`src/rtl/add_sub_pkg.sv`:
```
// Shared types for the add_sub self-test engine: FSM states and sweep sizing.
package add_sub_pkg;

    typedef enum logic [1:0] {IDLE, APPLY, CHECK, DONE} state_t;

    localparam int unsigned DEF_N = 4;

    // Every (A, B, Sel) combination for an n-bit datapath.
    function automatic int unsigned num_vec(int unsigned n);
        return 32'd1 << (2 * n + 1);
    endfunction

    localparam int unsigned NUM_VEC = num_vec(DEF_N);

endpackage

```
`src/rtl/add_sub_ref.sv`:
```
// Combinational golden model of add_sub: subtract is A + ~B + 1, so Co = 1 means no borrow.
module add_sub_ref #(
    parameter int N = 4
) (
    input  logic [N-1:0] A,
    input  logic [N-1:0] B,
    input  logic         Sel,
    output logic [N-1:0] S_exp,
    output logic         Co_exp,
    output logic         Ov_exp
);

    logic [N-1:0] bx;
    logic [N:0]   r;

    assign bx     = Sel ? ~B : B;
    assign r      = {1'b0, A} + {1'b0, bx} + {{N{1'b0}}, Sel};
    assign S_exp  = r[N-1:0];
    assign Co_exp = r[N];
    // Overflow: effective operands share a sign but the result's sign differs.
    assign Ov_exp = (A[N-1] == bx[N-1]) && (S_exp[N-1] != A[N-1]);

endmodule

```
`src/rtl/add_sub_bist.sv`:
```
// Sweeps all (A, B, Sel) vectors into an add_sub datapath and checks each result
// against add_sub_ref, reporting pass/fail, a saturating error count and the first failing vector.
module add_sub_bist
    import add_sub_pkg::*;
#(
    parameter int N      = 4,
    parameter int SETTLE = 2,
    parameter int ERR_W  = 8
) (
    input  logic             clk,
    input  logic             rst_n,
    input  logic             start,
    output logic [N-1:0]     A,
    output logic [N-1:0]     B,
    output logic             Sel,
    input  logic [N-1:0]     S,
    input  logic             Co,
    input  logic             Ov,
    output logic             busy,
    output logic             done,
    output logic             pass,
    output logic [ERR_W-1:0] err_count,
    output logic             fail_valid,
    output logic [2*N:0]     fail_vec
);

    localparam int CW = (SETTLE > 1) ? $clog2(SETTLE) : 1;

    state_t          state, state_nxt;
    logic [CW-1:0]   cnt;
    logic [N-1:0]    s_exp;
    logic            co_exp, ov_exp;
    logic            mismatch, last_vec;
    logic [ERR_W-1:0] err_nxt;

    add_sub_ref #(.N(N)) u_ref (
        .A      (A),
        .B      (B),
        .Sel    (Sel),
        .S_exp  (s_exp),
        .Co_exp (co_exp),
        .Ov_exp (ov_exp)
    );

    assign mismatch = (S != s_exp) || (Co != co_exp) || (Ov != ov_exp);
    assign last_vec = (&A) && (&B) && Sel;
    assign err_nxt  = (state == CHECK && mismatch && !(&err_count)) ? err_count + 1'b1 : err_count;

    always_ff @(posedge clk) begin
        if (!rst_n) state <= IDLE;
        else        state <= state_nxt;
    end

    always_comb begin
        state_nxt = state;
        case (state)
            IDLE, DONE: if (start) state_nxt = APPLY;
            APPLY:      if (cnt == CW'(SETTLE - 1)) state_nxt = CHECK;
            CHECK:      state_nxt = last_vec ? DONE : APPLY;
            default:    state_nxt = IDLE;
        endcase
    end

    always_ff @(posedge clk) begin
        if (!rst_n) begin
            cnt        <= '0;
            A          <= '0;
            B          <= '0;
            Sel        <= 1'b0;
            busy       <= 1'b0;
            done       <= 1'b0;
            pass       <= 1'b0;
            err_count  <= '0;
            fail_valid <= 1'b0;
            fail_vec   <= '0;
        end else begin
            case (state)
                IDLE, DONE: begin
                    if (start) begin
                        cnt        <= '0;
                        A          <= '0;
                        B          <= '0;
                        Sel        <= 1'b0;
                        busy       <= 1'b1;
                        done       <= 1'b0;
                        pass       <= 1'b0;
                        err_count  <= '0;
                        fail_valid <= 1'b0;
                        fail_vec   <= '0;
                    end
                end
                APPLY: cnt <= cnt + 1'b1;
                CHECK: begin
                    cnt       <= '0;
                    err_count <= err_nxt;
                    if (mismatch && !fail_valid) begin
                        fail_valid <= 1'b1;
                        fail_vec   <= {A, B, Sel};
                    end
                    if (last_vec) begin
                        // Final vector stays on the bus through DONE.
                        busy <= 1'b0;
                        done <= 1'b1;
                        pass <= (err_nxt == '0);
                    end else begin
                        Sel <= ~Sel;
                        if (Sel) begin
                            B <= B + 1'b1;
                            if (&B) A <= A + 1'b1;
                        end
                    end
                end
                default: ;
            endcase
        end
    end

endmodule

```
`config.mk`:
```
export PLATFORM = sky130hd
export DESIGN_NAME = add_sub_bist
export DESIGN_NICKNAME = d
export VERILOG_FILES = /design/src/rtl/add_sub_pkg.sv /design/src/rtl/add_sub_ref.sv /design/src/rtl/add_sub_bist.sv
export SDC_FILE = /design/constraint.sdc
export NUM_CORES = 1
export LEC_CHECK = 0
export CAP_MARGIN = 40
export CORE_UTILIZATION = 56
export CTS_BUF_LIST = sky130_fd_sc_hd__clkbuf_16
export CTS_CLUSTER_DIAMETER = 50
export DETAILED_ROUTE_END_ITERATION = 10
export PLACE_DENSITY = 0.86
export SYNTH_ARGS = -nofsm -noshare
export SYNTH_HDL_FRONTEND = slang
export SYNTH_SLANG_ARGS = --single-unit
```
`constraint.sdc`:
```
create_clock -name clk -period 8.6 [get_ports clk]
set_input_delay 1.72 -clock clk [delete_from_list [all_inputs] [get_ports clk]]
set_output_delay 1.72 -clock clk [all_outputs]
set_load 0.02 [all_outputs]
```
# [Yosys cells after proc, flatten, opt, wreduce, memory -nomap -nowiden]
# Cells that the tools add are included.
# Widths: inputs -> output; s select.
[op_classes] addsub=6 mul=0 div=0 order_cmp=0 eq_ne=15 shifts=0 muxes=32 bitwise=2 reduce_logical=24
[op_table] op="$mux 4" count=7
[op_table] op="$mux 9" count=2
[op_table] op="$pmux 9 s2" count=1
[op_table] op="$mux 8" count=2
[op_table] op="$pmux 4 s2" count=2
[op_table] op="$pmux 8 s2" count=1
[op_table] op="$reduce_and 4->1" count=3
[op_table] op="$ne 2x2->1 const B" count=5
[op_table] op="$pmux 1 s2" count=5
[op_table] op="$reduce_and 3->1" count=3
[op_table] op="$add 4x1->4 const B" count=2
[op_table] op="$add 8x1->8 const B" count=1
[op_table] op="$logic_not 8->1" count=1
[op_table] op="$reduce_and 8->1" count=1
[op_table] op="$mux 1" count=7
[op_table] op="$logic_and 1x1->1" count=6
[op_table] op="$mux 2" count=3
[op_table] op="$pmux 2 s3" count=1
[op_table] op="$add 4x4->5" count=1
[op_table] op="$add 5x1->5" count=1
[op_table] op="$reduce_and 5->1" count=1
[op_table] op="$eq 2x2->1 const B" count=2
[op_table] op="$ne 2x1->1 const B" count=2
[op_table] op="$ne 4x4->1" count=1
[op_table] op="13 further kinds" count=18
[word_totals] ff_bits=33 latch_bits=0 ramBits=0 romBits=0 inputBits=9 out_inout_bits=30 wordCells=90 mem_count=0

# [Longest topological paths before layout]
# Gate-level depths: netlist (run 1).
[logic_depth] word_depth=14 depth_mapped=12 ltp_nobuf=10

# [Modules after synthesis]
# A second synthesis (run 1) with hierarchy kept.
[hier_totals] hier_cells=221 area_unflattened_um2=1950.6
[by_module_without_submodules] module="add_sub_bist" n_inst=1 cells_per_inst=203 area_each_um2=1756.7 seq_area_each_um2=660.6
[by_module_without_submodules] module="add_sub_ref" n_inst=1 cells_per_inst=18 area_each_um2=193.9 seq_area_each_um2=0.0

# [Least setup slack after synthesis (run 1)]
# No wires, ideal clock.
[synth_path] path_kind="input-to-reg" from="in S[0]" to="reg pass" t_arrival_ps=3165 required_time_ps=8513 setup_slack_ps=5348 path_stages=8 path_buffers=1 cell_sequence="xor2_1 -> xnor2_1 -> nand4_1 -> nor4_4 -> buf_6 -> o21a_1 -> o22ai_1 -> o31ai_1"
[synth_between] elab_chain_len=9
[synth_lines] item="start: declaration" line_no="add_sub_bist.sv:16" text="input logic [N-1:0] S,"
[synth_lines] item="$ne 4x4->1" line_no="add_sub_bist.sv:45" text="assign mismatch = (S != s_exp) || (Co != co_exp) || (Ov != ov_exp);"
[synth_lines] item="$logic_or 1x1->1 (2 in a row)" line_no="add_sub_bist.sv:45"
[synth_lines] item="$logic_and 1x1->1 (2 in a row)" line_no="add_sub_bist.sv:47" text="assign err_nxt = (state == CHECK && mismatch && !(&err_count)) ? err_count + 1'b1 : err_count;"
[synth_lines] item="$mux 8" line_no="add_sub_bist.sv:47"
[synth_lines] item="$logic_not 8->1" line_no="add_sub_bist.sv:104" text="pass <= (err_nxt == '0);"
[synth_lines] item="$mux 1" line_no="add_sub_bist.sv:100" text="if (last_vec) begin"
[synth_lines] item="$pmux 1 s2" line_no="add_sub_bist.sv:77" text="case (state)"
[synth_lines] item="end signal: assignment" line_no="add_sub_bist.sv:104"
[synth_lines] item="end: declaration" line_no="add_sub_bist.sv:21" text="output logic pass,"
# Every way passes these cells. The select of a mux whose other input is x is not followed.
# A chain may end at the register's enable or synchronous reset.

# [Final worst setup path (run 1)]
[layout_path] from="in S[0]" to="reg err_count[1]"
[layout_between] elab_chain_len=7
[layout_lines] item="$ne 4x4->1" line_no="add_sub_bist.sv:45"
[layout_lines] item="$logic_or 1x1->1 (2 in a row)" line_no="add_sub_bist.sv:45"
[layout_lines] item="$logic_and 1x1->1 (2 in a row)" line_no="add_sub_bist.sv:47"
[layout_lines] item="$mux 8" line_no="add_sub_bist.sv:47"
[layout_lines] item="$pmux 8 s2" line_no="add_sub_bist.sv:77"
[layout_lines] item="end signal: assignment" line_no="add_sub_bist.sv:95" text="err_count <= err_nxt;"
[layout_lines] item="end: declaration" line_no="add_sub_bist.sv:22" text="output logic [ERR_W-1:0] err_count,"
# Every way passes these cells.

==> impl_results.md, run 1 <==
- Reg2reg setup slack: 5.21 ns
- Most frequent cell after synthesis: nor2_1
- Crit path depth: 8
- Per-cell routed wire length: 14.34 um
- Ratio of cells with drive above 1 in the final layout: 0.06545
- Slowest-stage cell, CP: nor4_4
- DRC violations left: 0
- H-tree Lvls: 2
- Psw: 0.1125 mW
- Ys flop type: dfxtp_1
- Design area: 2572 um^2
- Yosys warns: 0
- Final hold violations: 0
- Register area: 660.6 um^2
- Max cap viols: 0
- Largest net degree at the start of global routing: 19
- Synth top area cells: dfxtp_1 33%, nor2_1 6.5%, ha_1 5.6%, xor2_1 4.8%, a22oi_1 4.1%
- Number of gates resized after cts: 0
- Minimum clock period: approximately 3.9 ns
- Post-synth cell types: 51
- Clock-pin slew of the registers on the worst-case setup and hold paths: 0.05 ns
- # setup viols final: 0
- Tcrit/Tclk final: 0.4502
- Total CTS buffers: 5
- Port bufs: 38
- Area of the multi-input gates: 1261 um^2
- Async SR Flop Fraction: 0
- Critical Path RT: 8.77 ns
- CTS tree: done
- Sequential share of the synthesized area: 0.3261
- WL final: 4.602 mm
- Worst Setup SP: S[0]
- Netlist Area Pre-Place: 2026 um^2
- Mapped Nets: roughly 260
- Insertion delay to the later sink of the worst-skew pair: 0.28 ns
- Initial antenna violation count: 0
- Critical path arrival: 4.04 ns
- Crit Path Category: input port to register
- Std-Cell Core Area: 3390 um^2
- RR Endpoint: err_count[1]
- Top Ports: 39
- Comb pwr share: 0.149
- Crit. End Element: register
- Die Span Y: 62.15 um
- Fin Clk Skew: 0.003314 ns
- Pwr/cell area: 166.9 nW/um^2
- Setup Total Neg Slack: 0 ns
- Cts hold-fix bufs: 0
- Final Wtd Congestion: 0.8419
- RSZ-0062 raised after global routing: no
- Post-CTS Setup Repair Bufs: 0
- Status: finished, final reports clean
- Relative contribution of sequential cells to total power: 0.375
- Crit path cell chain: clkdlybuf4s50_1, xor2_1, xnor2_1, nand4_1, nor4_4, nor3_1, and2_1, o21a_1
- Syn_area_per_cell: 8.371 um^2
- CTS Root Buffer Type: clkbuf_16
- Synthesized flop and latch total: 33
- Layout net count: between 200 and 300
- # rows: 21
- Die ar.: between 3000 and 4000 um^2
- Reg2reg path depth: 10
- Placed Cells: 313
- Total global routing overflow: 0
- Clock share of power: 0.476
- Dpl hpwl: 3.258 mm
- Area leader, netlist: dfxtp_1
- Synth cell count leaders: 35 x nor2_1, 33 x dfxtp_1, 18 x nand2_1
- Peak VDD IR: between 0.0001 and 0.00015 V
- Worst Setup EP: err_count[1]
- Iteration count of the initial detailed-routing pass: 5
- CTS Sinks: 33
- Maximum clock rate: 0.2583 GHz
- Switching share of power: 0.2619
- Starting Density: 0.5976
- P_int: 0.3169 mW
- Final Max Tran Viols: 0
- GRT Total Usage: 0.2552
- Leak Pwr: 0.9331 nW
- CTS max path bufs: 2
- Crit-path max FO: 15
- Hold crit path type: register to register
- Worst slew margin: 0.4564
- First DRT Iteration DRCs: 137
- Vias in the first global route: 1650
- Startpoint Class: input port
- Final std cells w/o fill: ~320
- Post-Synthesis Cells: 242
- Routed Antenna Nets: 0
- Vias per cell: 5.788
- Filler instances: 244
- Total number of vias: between 1500 and 2000
- CP peak stage delay: 0.77 ns
- Placed cell area: 2401 um^2
- Worst Path Buf+Inv: 1
- Synth top area share: 0.3261
- Worst r2r src: Sel
- Worst-margin pin slew: just over 0.8 ns
- Post-synth EDFFs: 0
- Die Wd: between 60 and 70 um
- First-pass GRT wire length: 7.893 mm
- Antenna cell count: 0
- Critical path's top delay family: simple AND/OR/NAND/NOR gates
- Synthesis-to-layout area growth: 26.99%
[final cells by class]
type                    instances  share of cell area
inverters                       9             0.01313
clock buffers                   5             0.04864
multi-input cells             186              0.4903
flip-flops and latches         33              0.2568
repair buffers                 39              0.1508
well taps                      46             0.02237
clock inverters                 3             0.01800
[worst reg2reg max path, stage by stage (launching register included)]
cell	delay, ns
dfxtp_1	0.62
xor2_1	0.26
inv_1	0.09
fa_1	0.44
nand3b_1	0.20
a21boi_0	0.17
o22ai_1	0.17
nor4_4	0.77
nor3_1	0.19
and2_1	0.21
o21a_1	0.17
[flip-flops by register name, summed over array words and instances (netlist names), 2 cells and up]
register   flops
err_count      8
B              4
A              4
fail_vec       9
state          2
[worst min path at each step]
stage | from | end | slack (ns) | cells after the start
3_5_place_dp | done | done | 0.47 | 2
5_1_grt | done | done | 0.51 | 2
2_1_floorplan | cnt | cnt | 0.47 | 2
4_1_cts | done | done | 0.48 | 2
6_report | done | done | 0.48 | 2
3_3_place_gp | done | done | 0.47 | 2
[kinds of logic after synthesis]
family,Yosys count,synth area share
AO/OA/AOI/OAI,58,0.2026
buffers and inverters,23,0.05127
XOR/XNOR,17,0.07350
AND/OR/NAND/NOR,96,0.2471
adder cells (fa/ha/maj),10,0.06547
multiplexers,5,0.03397
flip-flops,33,0.3261
[power groups by stage]
stage	registers [mW]	logic [mW]	clock network (mW)
after CTS	0.161	0.0637	0.206
after global routing	0.161	0.0724	0.213
after detailed placement	0.164	0.0636	0
final	0.161	0.0641	0.204
after floorplan	0.163	0.0477	0
after global placement	0.164	0.0617	0
[placed cells by master (no fill, tap or decap), drive strengths merged, types with 6 or more instances in the layout]
cell | netlist | routed
ha | 9 | 9
inv | 8 | 8
nand3 | 9 | 9
xnor2 | 6 | 6
nor2 | 35 | 35
a22oi | 11 | 11
clkdlybuf4s50 | 0 | 38
nor4 | 8 | 8
dfxtp | 33 | 33
a21oi | 14 | 14
nand2 | 18 | 18
xor2 | 11 | 11
[metrics by stage]
stage	power, mW	worst slack (ns)	util	hold slack (ns)
final	0.4294	4.728	0.7590	0.4832
after detailed placement	0.2277	4.424	0.7084	0.4740
after global placement	0.2259	4.495	0.7062	0.4748
after global routing	0.4463	4.511	0.7590	0.5051
after CTS	0.4308	4.728	0.7590	0.4850
after floorplan	0.2105	5.348	-	0.4749
[metal layers]
metal,wire length (um),GRT usage,vias to the layer above,share of wire
met4,47,0.1134,0,0.010
li1,-,-,934,-
met2,2089,0.3819,56,0.45
met5,0,0,-,0
met3,247,0.04228,5,0.054
met1,2218,0.3589,863,0.48
No activity file was read; power rests on OpenSTA's default activity.
==> run 2, diff against run 1 <==
CORE_UTILIZATION = 52   (was 56)
PLACE_DENSITY = 0.81   (was 0.86)
clock period = 4 ns   (was 8.6 ns; I/O delays follow)
==> run 2 against run 1 <==
  * Clock skew up 0.0040 ns
  * Design area up 0.39%
  * Critical path depth up 3
  * Largest power group unchanged
  * Highest routed layer unchanged
==> impl_results.md, run 2 (synthesis gave the netlist of run 1 again) <==
- Biggest regs: fail_vec (9), err_count (8)
- Total power: 0.9302 mW (+120%)
- Reg2reg setup slack: 0.93 ns (-4.28 ns)
- CTS max path bufs: 2 (unchanged)
- CTS Root Buffer Type: clkbuf_16
- Die Span Y: 64.42 um (+3.7%)
- Insertion delay to the later sink of the worst-skew pair: 0.28 ns (about the same)
- Worst slew margin: 0.5128 (+0.05636)
- CTS tree: done
- # rows: 22 (+4.8%)
- Vias per cell: 5.914 (+2.2%)
- PnR worst setup slack: 0.9316 ns (-3.797 ns)
- Crit. End Element: register
- Max cap viols: 0 (unchanged)
- Placed Cells: 316 (+0.96%)
- RSZ-0062 raised after global routing: no
- Final Max Tran Viols: 0 (unchanged)
- # setup viols final: 0 (unchanged)
- Pwr/cell area: 360.2 nW/um^2 (+120%)
- Cts hold-fix bufs: 0 (unchanged)
- H-tree Lvls: 2 (unchanged)
- Total global routing overflow: 0 (unchanged)
- Number of gates resized after cts: 0 (unchanged)
- Iteration count of the initial detailed-routing pass: 4 (-1)
- DRC violations left: 0 (unchanged)
- Die Wd: 64.42 um (+3.7%)
- Status: finished, final reports clean
- Max reg flops: 9 (unchanged)
- Commonest non-fill, non-tap cells in the layout: 38 x clkdlybuf4s50_1, 35 x nor2_1, 33 x dfxtp_1
- Initial antenna violation count: 0 (unchanged)
- Setup Total Neg Slack: 0 ns (unchanged)
- Dpl hpwl: 3.364 mm (+3.3%)
- Total CTS buffers: 5 (unchanged)
- Critical Path RT: 4.19 ns (-4.58 ns)
- Std-Cell Core Area: 3689 um^2 (+8.8%)
- Final std cells w/o fill: 324 (+0.93%)
- Top Ports: 39 (unchanged)
- Crit-path max FO: 15 (unchanged)
- Starting Density: 0.5492 (-0.04845)
- Hold crit path type: register to register
- First DRT Iteration DRCs: 148 (+8.0%)
- Commonest non-fill, non-tap cell in the layout: clkdlybuf4s50_1
- Ratio of cells with drive above 1 in the final layout: 0.06884 (+0.003386)
- Peak VDD IR: 0.0002970 V (+130%)
- Pre-CTS setup slack: 0.9165 ns (-3.507 ns)
- Final Wtd Congestion: 0.8832 (+4.9%)
- Vias in the first global route: 1761 (+6.7%)
- Startpoint Class: register
- Minimum clock period: 3.068 ns
- Layout net count: 294 (+0.34%)
- Crit Path Category: register to register
- Die ar.: 4149 um^2 (+7.4%)
- Tcrit/Tclk final: 0.7671
- Worst-margin pin slew: 0.7231 ns (-0.08611 ns)
- Port bufs: 38 (unchanged)
- CTS Sinks: 33 (unchanged)
- Critical path arrival: 3.26 ns (-0.78 ns)
- Largest Register: fail_vec
- GRT Total Usage: 0.2548 (-0.0003998)
- Leak Pwr: 0.9386 nW (+0.58%)
- Fin Clk Skew: 0.007309 ns (+0.003995 ns)
- Synthesis-to-layout area growth: 27.49%
- Clock-pin slew of the registers on the worst-case setup and hold paths: 0.06 ns (about the same)
- Final core occ: 0.7001 (-0.05882)
- Final hold violations: 0 (unchanged)
- WL final: 4.811 mm (+4.5%)
- Post-CTS Setup Repair Bufs: 0 (unchanged)
- Per-cell routed wire length: 14.85 um (+3.6%)
- Maximum clock rate: 0.3259 GHz
- First-pass GRT wire length: 8.307 mm (+5.2%)
- Antenna cell count: 0 (unchanged)
- Routed Antenna Nets: 0 (unchanged)
- Total number of vias: 1916 (+3.1%)
- Largest net degree at the start of global routing: 19 (unchanged)
==> run 2: cell count changes in the layout (fill, tap and decap cells not counted) <==
cell	before	now
buf_4	1	2
==> run 2: layout make-up <==
class	instances	area [um^2]
Multi-Input combinational cell	186	1261
Fill cell	323	1106
Sequential cell	33	660.6
Timing Repair Buffer	40	395.4
Clock buffer	5	125.1
Tap cell	48	60.06
Clock inverter	3	46.29
Inverter	9	33.78
==> run 2: power by group <==
part           switching, mW  total [mW]  internal, mW
clock network          0.149       0.443         0.294
logic                 0.0896       0.142        0.0523
registers            0.00959       0.345         0.335
==> run 2: worst max-delay path: stages, from the launching register on <==
cell      delay [ns]
dfxtp_1         0.55
xor2_1          0.25
inv_1           0.09
fa_1            0.42
nand3b_1        0.18
and3b_1         0.18
o22ai_1         0.27
nor4_4          0.08
buf_4           0.20
nor4_2          0.39
mux2i_1         0.13
o31ai_1         0.23
==> run 2: worst paths after layout <==
kind	startpoint	to	cells after the start
setup reg to reg	Sel	pass	11
hold reg to reg	done	done	2
hold / removal	done	done	2
setup / recovery	Sel	pass	11
==> run 2: metrics by stage <==
step	hold WS, ns	instance area, um^2
global placement	0.4648	2404
floorplan	0.4749	2026
CTS	0.5055	2582
detailed placement	0.4600	2411
global route	0.5217	2582
finish	0.4950	2582
==> run 2: layer usage <==
layer | track usage | routed length, um | part of all wire
met5 | 0 | 0 | 0
met3 | 0.06162 | 381 | 0.079
met4 | 0.05000 | 36 | 0.0075
met1 | 0.3505 | 2265 | 0.47
met2 | 0.4053 | 2128 | 0.44
==> patch 1 (settings of run 2) <==
Re-encode `state_t` (4 states) as one-hot, 4 bits wide.
--- a/src/rtl/add_sub_pkg.sv
+++ b/src/rtl/add_sub_pkg.sv
@@ -3,3 +3,3 @@
 
-    typedef enum logic [1:0] {IDLE, APPLY, CHECK, DONE} state_t;
+    typedef enum logic [3:0] {IDLE = 4'b0001, APPLY = 4'b0010, CHECK = 4'b0100, DONE = 4'b1000} state_t;
 
Formal check against the unedited RTL: same outputs for any inputs over 10 cycles, from zero or initial values and one cycle with rst_n low; not proved beyond that.
==> patch 1 against run 2 <==
- power shrank 12%
- cell count is 5.6% lower
- sequential cell count grew 2
- clock power is 16% lower
- utilization increased by 2.7 points
- worst setup slack worse by 0.099 ns
- worst hold slack got worse by 0.045 ns
- cell area down 2.3%
- combinational power is 41% lower
- count of clock-buffer cells in the layout stayed put
- synthesized area shrank 3.5%
- global-route usage grew 0.12 points
- routed wire length down 1.9%
- highest routed layer unchanged
==> patch 1: results (changes against run 2) <==
The tools report the peak supply drop as 0.301 mV (+1.5%). The arrival time reported for the critical path endpoint was 3.39 ns (+0.13 ns); the inverter count was 8 (-1). The pin slew with the least headroom to its limit was 0.676 ns (-0.0475 ns); the total detailed-routing wirelength was 4720 um (-1.9%).

The logs give 2300 um (+1.4%) for the routed metal-1 wirelength and 0.00238 mm^2 (-1.4%) for the post-placement cell area. The largest fanout on the critical path is 11 (-4), and the total number of H-tree levels is 2 (unchanged). The run finished with clean final reports. The routed wire length on met3 was 245 um (-36%); the placed wire-length estimate after detailed placement was 3330 um (-1.0%). Data-path buffer share of cell area in the final layout: 16.0% (+0.66 points). The clock tree skew after final layout was 0.00293 ns (-0.00437 ns). The number of sinks on the clock net is 35 (+6.1%), and the total of plain and repair buffers excluding clock buffers is 41 (+2.5%).

The multi-input combinational gate total was 168 (-9.7%). The register fraction of the total cell area was 27.8% (+2.2 points); the static leakage was 0.000910 uW (-3.0%). The run gives 0.450 ns (-0.0453 ns) as the hold slack. The path with the worst hold slack has its endpoint at state[2]$_SDFFE_PN0P_. The run gives 53 (+3.9%) as the number of different library cells in the post-synthesis netlist. The area fraction of clock buffers and clock inverters was 5.75% (-0.88 points). The run gives 0.894 ns (-0.0228 ns) as the post-placement setup slack.

For the routing usage on met1, the log shows 34.5% (-0.60 points). The most common flop cell mapped by yosys is dfxtp_1. The tools report the number of vias after detailed routing as 1,814 (-5.3%).

The global-route track usage on met3 is 4.89% (-1.3 points), and the length of routed met2 wiring is 2080 um (-2.1%). The hold path startpoint was cnt$_SDFFE_PN0P_. Sorting the synthesized cells by how often they occur yields 35 x dfxtp_1, 18 x nor2_1, 17 x a21oi_1. The count of buffers from port buffering was 38 (unchanged). In this run the worst setup path terminates at fail_vec[6]$_SDFFE_PN0P_. The run gives 169 (+14%) as the number of DRC markers in iteration 0.

The logs give 275 (-6.5%) for the net total in the final layout and 0.862 (-2.4%) for the final estimated routing congestion in global placement. The power density over the cells is 324 mW/mm^2 (-9.9%), and the fraction of layout instances using a drive strength above 1 is 10.0% (+3.1 points). Final-layout fill cell count: 273 (-15%). The fraction of met2 tracks used by global routing is 40.1% (-0.47 points). In the post-synthesis netlist, the biggest area contributors are dfxtp_1 36%, a21oi_1 4.4%, a22o_1 4.0%, xor2_1 4.0%, ha_1 3.8%.
## patch 1: kinds of logic (layout without fill, tap and decap cells)
| family | Yosys count | in the layout | synth area share, % |
|---|---|---|---|
| xor gates and xnor gates | 15 | 15 | 6.72 |
| and+or+nand+nor | 81 | 81 | 23.0 |
| adders and majority gates | 7 | 7 | 4.87 |
| DFF | 35 | 35 | 35.9 |
| muxes | 7 | 7 | 3.65 |
| buffers and inverters | 17 | 57 | 3.78 |
| AOI/OAI and AO/OA | 58 | 58 | 22.1 |
## patch 1: power by group
| part | switching [uW] | internal, uW | leakage [uW] |
|---|---|---|---|
| clock network | 145 | 229 | 0.0000658 |
| logic | 50.0 | 34.0 | 0.000562 |
| registers | 7.10 | 353 | 0.000283 |
| total | 202 | 616 | 0.000910 |
## patch 1: stage by stage
step           power (uW)  std cells
2_1_floorplan         423        220
3_3_place_gp          450        298
3_5_place_dp          450        298
4_1_cts               823        306
5_1_grt               849        306
6_report              818        306
==> patch 2 (config.mk and constraints of run 2) <==
Without the edit above. Set the parameter `ERR_W` to 6 (it was 8).
--- a/src/rtl/add_sub_bist.sv
+++ b/src/rtl/add_sub_bist.sv
@@ -7,3 +7,3 @@
     parameter int SETTLE = 2,
-    parameter int ERR_W  = 8
+    parameter int ERR_W  = 6
 ) (
Ports: changed (resized err_count); port bits go from 39 to 37. The function was not compared with the original's and may differ.
==> patch 2 against run 2 <==
- worst setup slack better by 0.14 ns
- cell area shrank 10%
- clock power down 18%
- sequential cell count is 2 lower
- the flow now finishes with violations (DRC)
- power down 11%
- synthesized area down 11%
- largest power group unchanged
- routed wire length decreased by 12%
- largest cell class unchanged
==> patch 2: results (changes against run 2) <==
The overall routing resource usage was 25.2% (-0.31 points). The post-cts sizing count came out at 0 (unchanged). The run finished, with violations left. Clock-pin slew was measured on the worst setup and hold paths at 0.05 ns. The CTS buffer count is 5 (unchanged). The most common flop cell mapped by yosys is dfxtp_1. The count of buffers from port buffering came out at 36 (-5.3%). The global-route wire length before repair came out at 6870 um (-17%). The average vias per placed instance was 5.87 (-0.81%); the peak supply drop was 0.336 mV (+13%). The run gives 0.00622 ns (-0.00109 ns) as the clock tree skew after final layout. The total number of H-tree levels was 2 (unchanged). The via count of the first global-routing pass was 1,506 (-14%); the placed wire-length estimate after detailed placement was 3030 um (-10%).

The routing usage on met1 is 30.2% (-4.8 points), and the number of antenna violations at the first check in global routing is 0 (unchanged). The proportion of synthesized flip-flops having asynchronous set or reset is 0% (unchanged), and the fraction of the yosys area taken by sequential cells is 34.3% (+1.7 points). The post-placement cell area was 0.00218 mm^2 (-9.8%); the net total in the final layout was 262 (-11%).

The final reports fail on DRC. The logs give 3.10 ns (-0.16 ns) for the arrival time reported for the critical path endpoint and 77 (-48%) for the number of DRC markers in iteration 0. The logs give 0 (unchanged) for the number of diodes added for antenna fixing and 2 (unchanged) for the number of buffers on the longest clock path. By area the synthesized netlist is led by dfxtp_1 34%, ha_1 6.2%, a32o_1 5.5%, xor2_1 4.8%, nor2_1 4.6%.

In this run the critical register-to-register path is launched from Sel$_SDFFE_PN0P_. The final-layout fill cell count was 278 (-14%); the largest fanout on the critical path was 12 (-3). The run gives 17 (-2) as the largest net degree at the start of global routing. The number of different library cells in the post-synthesis netlist came out at 47 (-7.8%).

Hold path startpoint: busy$_SDFFE_PN0P_. The fraction of met2 tracks used by global routing is 42.5% (+2.0 points), and the length of the first detailed-routing pass in iterations is 8 (+4). The number of remaining DRC errors was 2 (+2). The total detailed-routing wirelength was 4240 um (-12%); the number of flops mapped to enable cells by yosys was 0 (unchanged). The final estimated routing congestion in global placement was 0.872 (-1.2%).

For the worst-case headroom to the max-slew limit, the log shows 61.8% (+11 points). The area occupied by multi-input gates is 0.00111 mm^2 (-12%). Sorting the synthesized cells by how often they occur yields 31 x dfxtp_1, 22 x nor2_1, 15 x nand2_1. The fraction of layout instances using a drive strength above 1 was 5.74% (-1.1 points). Category of the critical setup timing path: flop to flop.

For the static leakage, the log shows 0.000874 uW (-6.9%). The largest registers in the layout are fail_vec (9), err_count (6). The synthesized netlist net count came out at 226 (-13%). The tools report the root cell of the clock tree as clkbuf_16.

The global-route track usage on met3 is 7.04% (+0.87 points). The logs give 0.28 ns (about the same) for the clock insertion delay at the later pin of the skew report and 0 (unchanged) for the buffers inserted during post-CTS setup optimization. The type of the worst min-delay path is flop to flop.
==> patch 2: per-layer routing <==
metal / wire length, um / vias up
met1: 1850 / 818
met4: 78 / 0
met5: 0 / -
met2: 2090 / 43
met3: 217 / 9
li1: - / 831
==> patch 2: report_power, final <==
part           switching, uW  internal (uW)  total, uW
clock network            137            228        365
logic                   71.8           55.6        127
registers               15.7            318        334
total                    224            602        826
==> patch 2: metrics by stage <==
stage               worst slack, ns  cells
global route                  0.808    290
detailed placement            0.818    282
floorplan                      1.37    207
finish                         1.07    290
global placement              0.874    282
CTS                            1.05    290
==> patch 2: cell families (layout without fill, tap and decap cells) <==
kind of cell,after synthesis,after routing,synth area share (%)
AND/OR/NAND/NOR,73,73,20.3
adder cells (fa/ha/maj),10,10,7.34
buffers and inverters,15,52,4.43
flip-flops,31,31,34.3
multiplexers,3,3,1.94
AO/OA/AOI/OAI,60,60,24.4
XOR/XNOR,15,15,7.27
==> patch 2: cell type report <==
type	count	share of cell area [%]
Timing Repair Buffer	36	15.5
Sequential cell	31	26.7
Multi-Input combinational cell	161	47.7
Clock inverter	3	0.863
Clock buffer	5	5.39
Tap cell	46	2.48
Inverter	8	1.29
==> patch 2: final timing paths <==
kind	endpoint	slack [ns]	depth (start not counted)
max	pass$_SDFFE_PN0P_	1.07	10
min	busy$_SDFFE_PN0P_	0.49	2
max reg2reg	pass$_SDFFE_PN0P_	1.07	10
min reg2reg	busy$_SDFFE_PN0P_	0.49	2
==> patch 2: worst max-delay path, cell delays in order (launching register included) <==
cell and delay, ns:
dfxtp_1 0.59, xor2_1 0.25, inv_1 0.09, fa_1 0.43
nor2b_1 0.12, o21a_1 0.13, or3_1 0.12, a21oi_2 0.09
a21oi_2 0.44, mux2_1 0.37, a31o_1 0.21
